### src/rtl/fetch_pkg.sv
// Shared types and constants for the instruction-fetch stage.
package fetch_pkg;

  typedef enum logic [1:0] {
    S_REQ   = 2'd0,
    S_WAIT  = 2'd1,
    S_DRAIN = 2'd2,
    S_FULL  = 2'd3
  } fetch_state_t;

  // addi x0, x0, 0 -- shown to decode whenever nothing live is buffered
  localparam logic [31:0] NOP_INSTR = 32'h0000_0013;

  typedef struct packed {
    logic [31:0] pc;
    logic [31:0] instr;
  } fetch_entry_t;

endpackage

### src/rtl/fetch_fifo.sv
// Small prefetch FIFO holding {pc, instr} pairs; head is read straight from storage.
module fetch_fifo
  import fetch_pkg::*;
#(
  parameter int DEPTH = 2,
  localparam int CNT_W = $clog2(DEPTH + 1)
) (
  input  logic             clk,
  input  logic             reset,
  input  logic             push,
  input  fetch_entry_t     push_entry,
  input  logic             pop,
  input  logic             flush,
  output fetch_entry_t     head,
  output logic [CNT_W-1:0] count
);

  localparam int PTR_W = $clog2(DEPTH);
  localparam logic [PTR_W-1:0] LAST_PTR = PTR_W'(DEPTH - 1);

  fetch_entry_t     mem [DEPTH];
  logic [PTR_W-1:0] wr_ptr_reg;
  logic [PTR_W-1:0] rd_ptr_reg;
  logic [CNT_W-1:0] count_reg;

  // Pointers wrap modulo DEPTH, which need not be a power of two
  function automatic logic [PTR_W-1:0] ptr_inc(input logic [PTR_W-1:0] p);
    return (p == LAST_PTR) ? '0 : p + PTR_W'(1);
  endfunction

  // Entry storage; contents are only meaningful below count, so no reset
  always_ff @(posedge clk) begin
    if (push && !flush) mem[wr_ptr_reg] <= push_entry;
  end

  // Pointer and occupancy tracking; flush wins over any push/pop
  always_ff @(posedge clk or negedge reset) begin
    if (!reset) begin
      wr_ptr_reg <= '0;
      rd_ptr_reg <= '0;
      count_reg  <= '0;
    end else if (flush) begin
      wr_ptr_reg <= '0;
      rd_ptr_reg <= '0;
      count_reg  <= '0;
    end else begin
      if (push) wr_ptr_reg <= ptr_inc(wr_ptr_reg);
      if (pop)  rd_ptr_reg <= ptr_inc(rd_ptr_reg);
      if (push && !pop)      count_reg <= count_reg + CNT_W'(1);
      else if (pop && !push) count_reg <= count_reg - CNT_W'(1);
    end
  end

  assign head  = mem[rd_ptr_reg];
  assign count = count_reg;

endmodule

### src/rtl/fetch_unit.sv
// Instruction fetch: one outstanding memory request, prefetch FIFO, redirect flush.
module fetch_unit
  import fetch_pkg::*;
#(
  parameter logic [31:0] RESET_PC = 32'h0000_0000,
  parameter int          DEPTH    = 2
) (
  input  logic        clk,
  input  logic        reset,
  output logic        imem_req,
  output logic [31:0] imem_addr,
  input  logic        imem_rvalid,
  input  logic [31:0] imem_rdata,
  input  logic        redirect,
  input  logic [31:0] redirect_pc,
  input  logic        stall,
  output logic        if_valid,
  output logic [31:0] if_pc,
  output logic [31:0] if_instr
);

  localparam int          CNT_W      = $clog2(DEPTH + 1);
  localparam logic [31:0] RESET_ADDR = RESET_PC & 32'hFFFF_FFFC;

  fetch_state_t     state_reg, state_next;
  logic [31:0]      pc_reg, pc_next;
  logic [CNT_W-1:0] fifo_count;
  logic [CNT_W-1:0] post_count;
  fetch_entry_t     fifo_head;
  fetch_entry_t     push_entry;
  logic             push;
  logic             pop;

  // A response is kept only when it answers the live request and no redirect kills it
  assign push       = (state_reg == S_WAIT) && imem_rvalid && !redirect;
  assign pop        = if_valid && !stall;
  assign push_entry = {pc_reg, imem_rdata};
  // Occupancy after a push in S_WAIT, accounting for a same-cycle pop
  assign post_count = fifo_count + CNT_W'(1) - CNT_W'(pop);

  fetch_fifo #(.DEPTH(DEPTH)) u_fifo (
    .clk        (clk),
    .reset      (reset),
    .push       (push),
    .push_entry (push_entry),
    .pop        (pop),
    .flush      (redirect),
    .head       (fifo_head),
    .count      (fifo_count)
  );

  // State and fetch-PC registers
  always_ff @(posedge clk or negedge reset) begin
    if (!reset) begin
      state_reg <= S_REQ;
      pc_reg    <= RESET_ADDR;
    end else begin
      state_reg <= state_next;
      pc_reg    <= pc_next;
    end
  end

  // Next state and next fetch PC; a redirect always retargets pc
  always_comb begin
    state_next = state_reg;
    pc_next    = pc_reg;
    if (redirect)  pc_next = redirect_pc & 32'hFFFF_FFFC;
    else if (push) pc_next = pc_reg + 32'd4;
    case (state_reg)
      S_REQ:   if (!redirect) state_next = S_WAIT;
      S_WAIT: begin
        if (redirect)         state_next = imem_rvalid ? S_REQ : S_DRAIN;
        else if (imem_rvalid) state_next = (post_count < CNT_W'(DEPTH)) ? S_REQ : S_FULL;
      end
      S_DRAIN: if (imem_rvalid) state_next = S_REQ;
      S_FULL:  if (pop || redirect) state_next = S_REQ;
      default: state_next = S_REQ;
    endcase
  end

  // Outputs: request from state, decode view straight from FIFO head
  always_comb begin
    imem_req  = (state_reg == S_REQ) && !redirect;
    imem_addr = pc_reg;
    if_valid  = (fifo_count != '0);
    if_pc     = if_valid ? fifo_head.pc : 32'h0;
    if_instr  = if_valid ? fifo_head.instr : NOP_INSTR;
  end

endmodule

### config.mk
export PLATFORM = sky130hd
export DESIGN_NAME = fetch_unit
export DESIGN_NICKNAME = d
export VERILOG_FILES = /design/src/rtl/fetch_pkg.sv /design/src/rtl/fetch_fifo.sv /design/src/rtl/fetch_unit.sv
export SDC_FILE = /design/constraint.sdc
export NUM_CORES = 1
export LEC_CHECK = 0
export ABC_AREA = 1
export CAP_MARGIN = 5
export CORE_ASPECT_RATIO = 1.2
export CORE_MARGIN = 5
export CORE_UTILIZATION = 54
export DETAILED_ROUTE_END_ITERATION = 10
export PLACE_DENSITY = 0.91
export REMOVE_ABC_BUFFERS = 1
export SKIP_CTS_REPAIR_TIMING = 1
export SLEW_MARGIN = 20
export SYNTH_ARGS = -nofsm -noshare
export SYNTH_HDL_FRONTEND = slang
export SYNTH_SLANG_ARGS = --single-unit
### constraint.sdc
create_clock -name clk -period 12.3 [get_ports clk]
set_input_delay 1.23 -clock clk [delete_from_list [all_inputs] [get_ports clk]]
set_output_delay 1.23 -clock clk [all_outputs]
set_load 0.01 [all_outputs]
# Word level (Yosys, flattened, before mapping)
# Memory sizes are Yosys's and may differ from the RTL's.
# Index checks and enable logic that the tools add are counted.
totals:
  ff_bits: 38
  ram_bits: 128
  in_bits: 69
  word_cells: 61
  n_memories: 1
memory_table:
  columns: ["name", "depth", "width", "read_ports", "rd_ports_with_merged_regs", "write_ports", "line_no", "text"]
  rows:
  - ["u_fifo.mem", 2, 64, 1, 0, 1, "fetch_fifo.sv:21", "fetch_entry_t mem [DEPTH];"]
classes:
  n_addsub: 6
  magnitude_cmp: 1
  eq_ne: 7
  muxes: 23
  reduce_logical: 18
ops:
  columns: ["op", "n"]
  rows:
  - ["$mux W32", 4]
  - ["$add A32 B3 Y32 const B", 1]
  - ["$mux W2", 10]
  - ["$mux W1", 8]
  - ["$pmux W2 S4", 1]
  - ["$logic_and A1 B1 Y1", 7]
  - ["$ne A2 B2 Y1 const B", 3]
  - ["$reduce_bool A2 Y1", 3]
  - ["$eq A2 B2 Y1 const B", 2]
  - ["$logic_not A1 Y1", 4]
  - ["$reduce_and A4 Y1", 1]
  - ["$ne A3 B3 Y1 const B", 1]
  - ["$reduce_bool A3 Y1", 1]
  - ["$add A1 B1 Y1 const B", 2]
  - ["$add A2 B1 Y2 const B", 1]
  - ["$eq A2 B1 Y1 const B", 1]
  - ["$logic_not A2 Y1", 1]
  - ["$lt A2 B2 Y1 const B", 1]
  - ["$sub A2 B1 Y2", 1]
  - ["$sub A2 B1 Y2 const B", 1]
  - ["$logic_or A1 B1 Y1", 1]

# Longest topological paths before layout
depth:
  word_depth: 8
  depth_mapped: 11
  mapped_depth_nobuf: 11

# By module
# From an unflattened synthesis, not the netlist that was laid out.
hier_totals:
  hier_cells: 745
  hier_area_um2: 7930.1
modules_own_cells:
  columns: ["mod", "n_inst", "cells_per_inst", "area_per_inst_um2", "seq_area_each_um2"]
  rows:
  - ["fetch_fifo", 1, 234, 4997.3, 3943.8]
  - ["fetch_unit", 1, 511, 2932.8, 800.8]

# Worst setup path after synthesis
# Ideal clock, no wire load.
synth_path:
  path_kind: "input-to-reg"
  start: "input redirect"
  end: "memory u_fifo.mem[0][0] (netlist bit), enable pin"
  arrival_ns: 4.389
  slack_ns: 7.427
  stages: 4
  n_path_buf: 1
  cell_sequence: "buf_2 nor2_1 nand2_1 nor2_1"
synth_via:
  elab_chain_cells: 5
synth_rtl:
  columns: ["item", "line_no", "text"]
  rows:
  - ["from (decl)", "fetch_unit.sv:14", "input logic redirect,"]
  - ["$logic_not A1 Y1 *", "fetch_fifo.sv:33, fetch_unit.sv:35", null]
  - ["$logic_and A1 B1 Y1", "fetch_unit.sv:35", "assign push = (state_reg == S_WAIT) && imem_rvalid && !redirect;"]
  - ["$logic_and A1 B1 Y1 *", "fetch_fifo.sv:33", "if (push && !flush) mem[wr_ptr_reg] <= push_entry;"]
  - ["$mux W1 *", "fetch_fifo.sv:33", null]
  - ["$mux W1 (implied by the code) *", "fetch_fifo.sv:33", null]
  - ["to (decl)", "fetch_fifo.sv:21", null]
# Every way passes the cells marked *; elsewhere a longest branch is shown, timed or not.

# Worst setup path after layout
layout_path:
  start: "register u_fifo.rd_ptr_reg"
  end: "output if_pc[22]"
layout_via:
  elab_chain_cells: 2
layout_rtl:
  columns: ["item", "line_no", "text"]
  rows:
  - ["from (decl)", "fetch_fifo.sv:23", "logic [PTR_W-1:0] rd_ptr_reg;"]
  - ["from (signal assigned)", "fetch_fifo.sv:48", "if (pop) rd_ptr_reg <= ptr_inc(rd_ptr_reg);"]
  - ["$mem_v2 Z2 W64", null, null]
  - ["$mux W32", "fetch_unit.sv:86", "if_pc = if_valid ? fifo_head.pc : 32'h0;"]
  - ["to (decl)", "fetch_unit.sv:18", "output logic [31:0] if_pc,"]
# No other way between the ends.

==> impl_metrics.yaml <==
place:
  port_buffers: 160
  dpl.cell_count: 1035
  dpl_cell_area_sq_um: 8860
  place_worst_setup_slack_ns: 8.46
  dp_hpwl_um: 11400
  gp_congestion: 0.904
worst_setup_path:
  endpoint_kind: "primary output"
  cp_data_required_time_ns: 11.07
  worstSetupPathType: "reg -> out"
  crit_fanout: 64
  crit_path_start_kind: "flip-flop"
  r2r-start: "u_fifo.count[0]"
  crit_arrival_ns: 3.23
  crit_start: "u_fifo.rd_ptr_reg"
clock_network:
  cts_sinks: 160
  cts_tree: "yes"
  clock_latency_ns: 0.41
  cts_max_level: 4
  numCtsBuffers: 17
  clock_path_buffers: 2
  cts_root_buf: "clkbuf_16"
  clk_pin_slew_worst_paths_ns: 0.06
global_routing:
  grt_pass1_vias: 5555
  antenna_found_initial: 0
  track_usage_pct: 23.0
  grt_start_max_net_pins: 65
  grt_pass1_wl_um: 27800
  overflow: 0
synth:
  syn_area_per_cell_sq_um: 9.77
  ys_seq_area_share_pct: 65.0
  synth_top_cell_area_share_pct: 52.3
  synth_edf_count: 124
  synth_top_area_cell: "edfxtp_1"
  ys_types: 32
  synthCells: 729
  yosys_warnings: 0
  synth-seq-cells: 160
  synthArstFlopShare_pct: 22.5
  ys.flop_type: "edfxtp_1"
  syn_area_sq_um: 7120
  netlist_top_cells_area: "edfxtp_1 52%, dfrtp_1 13%, nor2_1 9.5%, nand2_1 8.2%, o21ai_0 4.7%"
timing:
  setup_viol_count_final: 0
  min_period_over_period_pct: 36.2
  grt_setup_unrepaired: "false"
  post-route-min-period_ns: 4.46
  worst_slack_ns: 7.84
  slew_violations: 0
  fin_skew_ns: 0.00894
  max_freq_mhz: 224
  setup-tns-final_ns: 0
  maxSlewHeadroom_pct: 34.9
  max_slew.worst_pin.slew_ns: 0.977
  finalHoldViolCount: 0
die:
  die_w_um: 115
  rows: 46
  die_y_um: 136
  start_util_pct: 54.5
  ios: 167
  core_sq_um: 13100
  die-area_sq_um: 15600
layout:
  top_register: "u_fifo.mem"
  layout.cells.non_filler: 1067
  area_growth_syn_to_layout_pct: 33.3
  finalInstanceArea_sq_um: 9490
  final_common_cell: "nor2_1"
  fin_nets: 957
  fillers: 887
  largest_reg_flops: 124
  diodes: 0
  drive_gt1_share_pct: 5.90
  layout_common_cells: "178 x nor2_1, 160 x clkdlybuf4s50_1, 155 x nand2_1, 124 x edfxtp_1, 67 x o21ai_0"
power_and_ir_drop:
  p_per_area_nw_per_um2: 205
  total_power_mw: 1.94
  p_leak_nw: 3.66
  ir_drop_v: 0.000114
detailed_routing:
  wirelength_um: 17700
  drc_errors: 0
  wl_per_cell_um: 16.6
  firstDrtPassIters: 5
  drt-initial-drc-count: 475
  routed_via_density: 5.38
  ant_nets: 0
  num_vias: 5742
hold_path:
  min-delay-path-class: "reg -> reg"
  min_from: "u_fifo.count[0]"
flow_run:
  drv_cap: 0
status:
  status: "finished, final reports clean"
routing by layer:
metal | global-route usage (%) | share of wire [%]
met4 | 10.5 | 3.2
met1 | 27.3 | 38
met2 | 40.2 | 54
met3 | 4.47 | 5.4
met5 | 0 | 0
cell families after synthesis:
family	after synthesis	synth area share, %
simple gates	397	22.6
xor+xnor	12	1.48
buf+inv	71	4.11
flops	160	65.0
compound gates	86	6.45
other cells	1	0.0527
fa+ha+maj	2	0.351
where the power goes:
| group | switching [mW] | total (mW) | internal (mW) | leakage (nW) |
|---|---|---|---|---|
| sequential | 0.0637 | 0.727 | 0.663 | 1.56 |
| combinational | 0.361 | 0.673 | 0.312 | 1.79 |
| clock | 0.207 | 0.544 | 0.337 | 0.305 |
cells in the mapped netlist (4+ instances only):
cell type,number
o211ai_1,4
inv_2,4
nor2_2,5
dfrtp_1,36
xnor2_1,5
edfxtp_1,124
xor2_1,7
inv_1,36
nand3_1,49
nand2_1,155
buf_4,4
a21oi_1,5
nor2_1,180
o21ai_0,67
clkbuf_1,22
cell type report:
class	instances	area, sq um	share of cell area [%]
Multi-Input combinational cell	501	2230	23.5
Clock buffer	23	510	5.38
Tap cell	168	210	2.22
Clock inverter	9	120	1.27
Timing Repair Buffer	165	1640	17.3
Sequential cell	160	4630	48.7
Inverter	41	155	1.64
worst paths after layout:
| kind | end | depth (start not counted) | slack (ns) |
|---|---|---|---|
| min in group asynchronous | u_fifo.wr_ptr_reg | 2 | 1.24 |
| max in group asynchronous | u_fifo.rd_ptr_reg | 2 | 10.69 |
| worst min-delay path | u_fifo.count[0] | 1 | 0.50 |
| worst max-delay path | if_pc[22] | 5 | 7.84 |
| worst min register to register | u_fifo.count[0] | 1 | 0.50 |
| worst max register to register | state_reg[0] | 11 | 9.81 |
per-stage QoR:
| stage | util [%] | hold slack (ns) |
|---|---|---|
| 2_1_floorplan | - | 0.459 |
| 3_5_place_dp | 67.8 | 0.496 |
| 4_1_cts | 72.6 | 0.510 |
| 5_1_grt | 72.6 | 0.542 |
| 3_3_place_gp | 67.8 | 0.477 |
| 6_report | 72.6 | 0.504 |
critical path: stages, from the launching register on:
cell and delay [ns]:
dfrtp_2 0.34, buf_4 0.49, clkinv_2 0.91, nor2_1 0.41
nor2_1 0.12, clkdlybuf4s50_1 0.52
(Power assumes the default switching activity.)
